### config.mk
export PLATFORM = sky130hd
export DESIGN_NAME = lut_logic_unit
export DESIGN_NICKNAME = d
export VERILOG_FILES = /design/src/rtl/lut_logic_unit.sv
export SDC_FILE = /design/constraint.sdc
export NUM_CORES = 1
export LEC_CHECK = 0
export ABC_AREA = 0
export CORE_ASPECT_RATIO = 1.75
export CORE_MARGIN = 1
export CORE_UTILIZATION = 40
export CTS_BUF_LIST = sky130_fd_sc_hd__clkbuf_4
export DETAILED_ROUTE_END_ITERATION = 8
export PLACE_DENSITY = 0.59
export SLEW_MARGIN = 40
export SYNTH_ARGS = -nofsm -noshare
export SYNTH_HDL_FRONTEND = slang
export SYNTH_SLANG_ARGS = --single-unit
### constraint.sdc
create_clock -name clk -period 1.8 [get_ports clk]
set_input_delay 0.36 -clock clk [delete_from_list [all_inputs] [get_ports clk]]
set_output_delay 0.36 -clock clk [all_outputs]
set_load 0.005 [all_outputs]
### src/rtl/lut_logic_unit.sv
// lut_logic_unit
// Programmable truth-table evaluator. An IN_W-bit index selects one OUT_W-bit
// entry from a 2**IN_W-entry table kept in flops; the selected entry is
// presented through a single registered output stage with valid/ready flow
// control. The table is loaded from INIT_TABLE on reset or restore and can be
// rewritten one entry at a time through the cfg_* port.
module lut_logic_unit #(
  parameter int IN_W  = 4,
  parameter int OUT_W = 2,
  parameter logic [OUT_W*(2**IN_W)-1:0] INIT_TABLE = 32'h55E9_5555,
  parameter int CNT_W = 16
) (
  input  logic             clk,
  input  logic             rst_n,
  input  logic             in_valid,
  output logic             in_ready,
  input  logic [IN_W-1:0]  in_vec,
  output logic             out_valid,
  input  logic             out_ready,
  output logic [OUT_W-1:0] out_word,
  input  logic             cfg_we,
  input  logic [IN_W-1:0]  cfg_addr,
  input  logic [OUT_W-1:0] cfg_data,
  input  logic             cfg_restore,
  output logic [CNT_W-1:0] lookup_cnt
);

  localparam int DEPTH   = 2 ** IN_W;
  localparam int TABLE_W = OUT_W * DEPTH;

  // Handshake: a transfer happens on a rising edge where valid && ready are
  // both high. Upstream: in_ready = !out_valid || out_ready, so the single
  // output register can be refilled in the same cycle it is drained and
  // back-to-back lookups sustain one per cycle. Downstream: out_valid stays
  // high and out_word stays stable until out_ready is seen; out_valid never
  // depends combinationally on out_ready.

  // Table storage, packed so entry i sits at [OUT_W*i +: OUT_W].
  logic [TABLE_W-1:0] table_q;

  logic             out_valid_q;
  logic [OUT_W-1:0] out_word_q;
  logic [CNT_W-1:0] lookup_cnt_q;

  logic             accept;
  logic [OUT_W-1:0] rd_entry;

  // Upstream ready and the accept strobe that qualifies a lookup.
  always_comb begin
    in_ready = !out_valid_q || out_ready;
    accept   = in_valid && in_ready;
  end

  // Table read; the index covers every entry, so there is no default path.
  // The read uses the pre-edge table, so a same-edge write or restore is not
  // visible to the lookup accepted on that edge.
  always_comb begin
    rd_entry = table_q[int'(in_vec)*OUT_W +: OUT_W];
  end

  // Table update: restore takes priority over a single-entry write.
  always_ff @(posedge clk or negedge rst_n) begin
    if (!rst_n) begin
      table_q <= INIT_TABLE;
    end else if (cfg_restore) begin
      table_q <= INIT_TABLE;
    end else if (cfg_we) begin
      table_q[int'(cfg_addr)*OUT_W +: OUT_W] <= cfg_data;
    end
  end

  // Output stage: load on accept, drop valid on a drain with no refill,
  // otherwise hold (stall). out_word keeps its last value after a drain.
  always_ff @(posedge clk or negedge rst_n) begin
    if (!rst_n) begin
      out_valid_q <= 1'b0;
      out_word_q  <= '0;
    end else if (accept) begin
      out_valid_q <= 1'b1;
      out_word_q  <= rd_entry;
    end else if (out_ready) begin
      out_valid_q <= 1'b0;
    end
  end

  // Accepted-lookup counter; wraps naturally at 2**CNT_W.
  always_ff @(posedge clk or negedge rst_n) begin
    if (!rst_n) begin
      lookup_cnt_q <= '0;
    end else if (accept) begin
      lookup_cnt_q <= lookup_cnt_q + CNT_W'(1);
    end
  end

  assign out_valid  = out_valid_q;
  assign out_word   = out_word_q;
  assign lookup_cnt = lookup_cnt_q;

endmodule
==> results of run 1 <==
[path summary, 6_finish.rpt]
kind,start,to,slack (ns),cells after the start
setup / recovery,in_vec[1],out_word[0]$_DFFE_PN0P_,0.05,6
hold / removal,rst_n,lookup_cnt[12]$_DFFE_PN0P_,0.47,3
setup reg to reg,lookup_cnt[5]$_DFFE_PN0P_,lookup_cnt[15]$_DFFE_PN0P_,0.28,4
hold reg to reg,lookup_cnt[15]$_DFFE_PN0P_,lookup_cnt[15]$_DFFE_PN0P_,0.48,1
max in group asynchronous,rst_n,table_q[0]$_DFFE_PN1P_,1.03,3
min in group clk,lookup_cnt[15]$_DFFE_PN0P_,lookup_cnt[15]$_DFFE_PN0P_,0.48,1
[logic make-up after synthesis]
| group | count (synthesis) | share of synthesized area [%] |
|---|---|---|
| AOI/OAI and AO/OA | 43 | 11.0 |
| xor gates and xnor gates | 16 | 4.96 |
| adders and majority gates | 6 | 2.66 |
| buffers and inverters | 23 | 4.74 |
| DFF | 51 | 46.0 |
| muxes | 22 | 9.97 |
| and+or+nand+nor | 114 | 20.7 |
[through the flow]
stage               setup TNS, ns  instances
global placement           -15.93        431
finish                          0        443
detailed placement         -17.64        431
floorplan                 -0.0957        275
global route                    0        443
CTS                             0        441
[flip-flops by register name (all words and copies together) (netlist names)]
register	cells
lookup_cnt	16
out_valid	1
out_word	2
table_q	32
[final cells by class]
type	count	area [µm²]	share of cell area, %
multi-input combinational	202	1480	39.4
sequential	51	1300	34.5
clock buffer	8	60.1	1.59
antenna	1	2.50	0.0664
timing repair buffer	90	785	20.8
tap	84	105	2.79
inverter	7	33.8	0.896
[layer usage]
layer	GRT usage (%)	vias to the layer above	part of all wire, %
met5	0	-	0
met1	23.1	1162	37
met4	15.5	0	5.2
li1	-	1156	-
met3	3.73	27	2.7
met2	41.2	73	55
[cells in the final DEF (no fill, tap or decap), drive strengths merged, types with 7 or more instances in the layout]
master and instances:
nand2 27, nand4 8, nor2b 7, buf 55
mux2 9, xor2 7, nor3 11, mux2i 9
nor2 19, clkbuf 8, clkdlybuf4s50 30, dfrtp 34
nand3 20, dfstp 17, xnor2 9
[Yosys cell counts (2+ instances only)]
cell	instances	share of area, %
dfrtp_1	34	30
nand2_1	27	3.6
nand3_1	20	3.5
nor2_1	18	2.4
dfstp_2	17	16
nor3_1	11	2.0
mux2_2	9	3.6
mux2i_1	9	3.2
xnor2_1	9	2.8
nand4_1	8	1.8
nor2b_1	7	1.6
xor2_1	7	2.2
a21oi_1	6	1.1
clkbuf_1	6	0.80
ha_1	6	2.7
inv_1	6	0.80
o21ai_0	6	1.1
o211ai_1	5	1.3
a211o_1	4	1.2
mux4_2	4	3.2
nand2b_1	4	0.89
o21a_1	4	1.1
and2_1	3	0.66
and3_1	3	0.66
buf_2	3	0.53
buf_6	3	1.2
nor4_1	3	0.66
o311ai_0	3	0.93
a211oi_1	2	0.53
nand3b_1	2	0.53
o22ai_1	2	0.44
o31ai_1	2	0.53
[critical path, stage by stage]
cell             delay [ns]
clkdlybuf4s50_1        0.51
buf_12                 0.15
mux4_2                 0.55
nor2_1                 0.13
nor4_1                 0.07
a211o_1                0.26
[power groups by stage]
stage	logic, µW	clock network, µW	registers, µW
CTS	701	573	1350
global route	777	619	1360
floorplan	317	0	1350
detailed placement	692	0	1370
global placement	685	0	1360
finish	704	557	1340
[repair_timing]
item,CTS,global route
hold endpoints to repair,34,0
pin swaps,1,2
hold buffers,1,0
cloned,1,0
setup buffers,0,1
resized for setup,8,6
endpoints found under the setup margin,31,13
==> results.cfg, run 1 <==
[status]
run_status = finished, final reports clean

[logic_synthesis]
synth.distinct_cells = 54
seq_area_frac_synth_pct = 46.0
synth_ff_type = dfrtp_1
synth_area_per_cell_um2 = 10.3
synth.net_count = 297
synth_edf_count = 0
synth_seq_cells = 51
async_flop_share_pct = 100
yosysWarnings = 0
syn-cell-area_um2 = 2820
synthCells = 275

[cells_and_area]
drive_gt1_share_pct = 30.7
finalNetCount = 379
final_util_pct = 55.0
fin_area_um2 = 3770
final.fill_count = 627
area_growth_pct = 33.5

[drt]
routedWlPerCell_um = 17.1
drt_iter0_markers = 109
dr.pass1.iters = 4
num_vias = 2418
wirelength_mm = 7.59
antenna_left = 0
viasPerCell = 5.46
drc = 0

[clock_network]
clockBufferDepth = 2
cts.sinks = 51
clk_pin_slew_ns = 0.14
root_buffer = clkbuf_4
cts_max_level = 2
numCtsBuffers = 5
worstSkewPairLatency_ns = 0.37
tritoncts = done

[power_and_ir_drop]
p_seq_share_pct = 51.6
p_leak_uw = 0.00169
clock_power_share_pct = 21.4
p_comb_share_pct = 27.1
vdd_ir_drop_max_v = 0.000323
power.switching_uw = 746
internal-power_uw = 1860
p_total_uw = 2600
swShare_pct = 28.7
p_per_area_nw_per_um2 = 691

[floorplan]
rows = 40
die_x_um = 65.5
die_y_um = 113
die_area_um2 = 7410
core-area_um2 = 6860
initial_core_util_pct = 41.2
io-pin-count = 36

[global_route]
gr-total-overflow = 0
track_usage_pct = 22.8
grt_antenna_before_repair = 1
grt_pass1_wl_mm = 12.6
grt_pass1_vias = 2513
grt_max_degree = 52

[placement]
placed_area_um2 = 3640
routabilityCongestion = 0.815
dp_hpwl_mm = 5.96
portBuffers = 35
preCtsSetupSlack_ns = -0.644

[sta]
max_slew_margin_pct = 70.8
finalCriticalPeriod_ns = 1.75
fmax_ghz = 0.571
min_period_over_period_pct = 97.4
finClkSkew_ns = 0.00641
drv_slew = 0
rsz0062_at_grt = no
fin_ws_ns = 0.0474
finalSetupViolCount = 0
finalHoldViolCount = 0
worst_slew_pin_slew_ns = 0.427
whs_ns = 0.471

[worst_hold_path]
min_path_type = input pin to async pin

[setup_path]
cp-end-kind = flop
crit_arrival_ns = 2.03
cp.required_ns = 2.08
worstSetupPathType = input pin to flop
critPathLaunchType = input pin
worstPathMaxFanout = 9

[run]
maxCapViolCount = 0
Power figures use the tool's default switching activity.
==> inputs of run 2 (changes only) <==
--- a/config.mk
+++ b/config.mk
@@ -6,6 +6,7 @@
 export NUM_CORES = 1
 export LEC_CHECK = 0
 export ABC_AREA = 0
+export ABC_CLOCK_PERIOD_IN_PS = 1800
 export CORE_ASPECT_RATIO = 1.75
 export CORE_MARGIN = 1
 export CORE_UTILIZATION = 40
==> results of run 2 <==
Final layout, timing and power as in run 1 (identical DEF).
==> inputs of run 3 (changes only) <==
--- a/config.mk
+++ b/config.mk
@@ -6,11 +6,10 @@
 export NUM_CORES = 1
 export LEC_CHECK = 0
 export ABC_AREA = 0
-export ABC_CLOCK_PERIOD_IN_PS = 1800
 export CORE_ASPECT_RATIO = 1.75
 export CORE_MARGIN = 1
 export CORE_UTILIZATION = 40
-export CTS_BUF_LIST = sky130_fd_sc_hd__clkbuf_4
+export CTS_BUF_LIST = sky130_fd_sc_hd__clkbuf_8
 export DETAILED_ROUTE_END_ITERATION = 8
 export PLACE_DENSITY = 0.59
 export SLEW_MARGIN = 40
==> run 3 against run 2 <==
Against the previous run:
- combinational power is essentially flat
- sequential cell count stayed put
- first-iteration DRC count grew 10%
- cell count down 0.23%
- clock skew fell by 0.0019 ns
- critical path depth up 1
- maximum frequency increased by 0.45%
- highest routed layer unchanged
- non-clock buffer count unchanged
- wire length is 0.51% higher
- power up 2.6%
==> results.cfg, run 3 (synthesized netlist as in run 1, its figures left out) <==
[clock_network]
cts.sinks = 51
tritoncts = done
worstSkewPairLatency_ns = 0.31
hold_buffers = 0
cts_max_level = 2
clk_pin_slew_ns = 0.09
numCtsBuffers = 5
clockBufferDepth = 2
root_buffer = clkbuf_8

[placement]
place_inst = 431
routabilityCongestion = 0.815
portBuffers = 35
preCtsSetupSlack_ns = -0.644
dp_hpwl_mm = 5.96

[cells_and_area]
area_growth_pct = 33.8
diodes = 0
stdcell_count = 442
finalNetCount = 379
regMostFlops = table_q
drive_gt1_share_pct = 29.9
final.fill_count = 624
mostFrequentLayoutCells = buf_4 (53), dfrtp_1 (34), clkdlybuf4s50_1 (28)
largest_reg_flops = 32
layout_commonest_cell = buf_4

[sta]
drv_slew = 0
finalCriticalPeriod_ns = 1.74
finClkSkew_ns = 0.00446
finalHoldViolCount = 0
rsz0062_at_grt = no
fin_ws_ns = 0.0553
worst_slew_pin_slew_ns = 0.427
tns_ns = 0
min_period_over_period_pct = 96.9
finalSetupViolCount = 0
max_slew_margin_pct = 70.8
fmax_ghz = 0.573
whs_ns = 0.0148

[setup_path]
cp.required_ns = 2.04
slowest_delay_ns = 0.45
crit_arrival_ns = 1.98
slowest_stage = a2111o_1
cp-end-kind = flop
worstSetupPathType = input pin to flop
crit_chain = dlygate4sd2_1, inv_8, ha_4, nand2b_4, a2111o_1, o21a_1, a211o_1
worstPathMaxFanout = 5
critPathLaunchType = input pin

[worst_hold_path]
min_path_type = input pin to async pin

[global_route]
grt_antenna_before_repair = 0
grt_max_degree = 52
track_usage_pct = 22.8
grt_pass1_wl_mm = 12.6
grt_pass1_vias = 2508
gr-total-overflow = 0

[drt]
num_vias = 2421
drc = 0
dr.pass1.iters = 4
antenna_left = 0
viasPerCell = 5.48
drt_iter0_markers = 120
routedWlPerCell_um = 17.3
wl_met1_mm = 2.81
wirelength_mm = 7.63
wl_met2_mm = 4.22
met3WireLength_um = 193
highest_layer = met4

[run]
maxCapViolCount = 0

[power_and_ir_drop]
vdd_ir_drop_max_v = 0.000315
p_leak_uw = 0.00171
p_per_area_nw_per_um2 = 708

[floorplan]
core-area_um2 = 6860
io-pin-count = 36
die_x_um = 65.5
die_area_um2 = 7410
die_y_um = 113
initial_core_util_pct = 41.2
rows = 40

[status]
run_status = finished, final reports clean
[run 3: layout make-up]
type                       instances  area [µm²]  area share [%]
multi-input combinational        202        1480            39.2
timing repair buffer              90         781            20.7
clock inverter                     3        11.3           0.298
sequential                        51        1300            34.4
tap                               84         105            2.78
inverter                           7        33.8           0.895
clock buffer                       5        68.8            1.82
[run 3: what timing repair did]
action,4_1_cts,5_1_grt
pin swaps,4,2
gates resized for setup,12,5
setup endpoints to repair,34,11
gates cloned,1,0
setup buffers,2,0
[run 3: power by group]
part	internal [µW]	switching, µW
logic	405	300
registers	1250	92.3
clock network	260	365
[run 3: per-stage QoR]
step | power [µW] | cell area (µm²) | util, %
after detailed placement | 2060 | 3640 | 53.0
after global placement | 2050 | 3640 | 53.0
after global routing | 2830 | 3780 | 55.1
final | 2670 | 3780 | 55.1
after floorplan | 1670 | 2900 | -
after CTS | 2700 | 3760 | 54.9
[run 3: path summary, 6_finish.rpt]
path | start | to | slack (ns) | depth (start not counted)
min reg2reg | lookup_cnt[15]$_DFFE_PN0P_ | lookup_cnt[15]$_DFFE_PN0P_ | 0.47 | 1
max reg2reg | lookup_cnt[5]$_DFFE_PN0P_ | lookup_cnt[15]$_DFFE_PN0P_ | 0.30 | 4
min in group clk | lookup_cnt[15]$_DFFE_PN0P_ | lookup_cnt[15]$_DFFE_PN0P_ | 0.47 | 1
min | rst_n | lookup_cnt[12]$_DFFE_PN0P_ | 0.01 | 2
max | cfg_addr[0] | table_q[24]$_DFFE_PN1P_ | 0.06 | 7
max in group asynchronous | rst_n | table_q[8]$_DFFE_PN1P_ | 1.48 | 2
[run 3: routing by layer]
layer | vias to the layer above | track usage (%)
met5 | - | 0
met4 | 0 | 13.9
met3 | 21 | 3.43
met2 | 78 | 41.9
met1 | 1167 | 23.1
li1 | 1155 | -
[run 3: worst max-delay path, delay by kind of cell]
family | cells | cell delay [ns]
AO/OA/AOI/OAI | 3 | 0.88
buffers and inverters | 2 | 0.43
adder cells (fa/ha/maj) | 1 | 0.18
AND/OR/NAND/NOR | 1 | 0.14
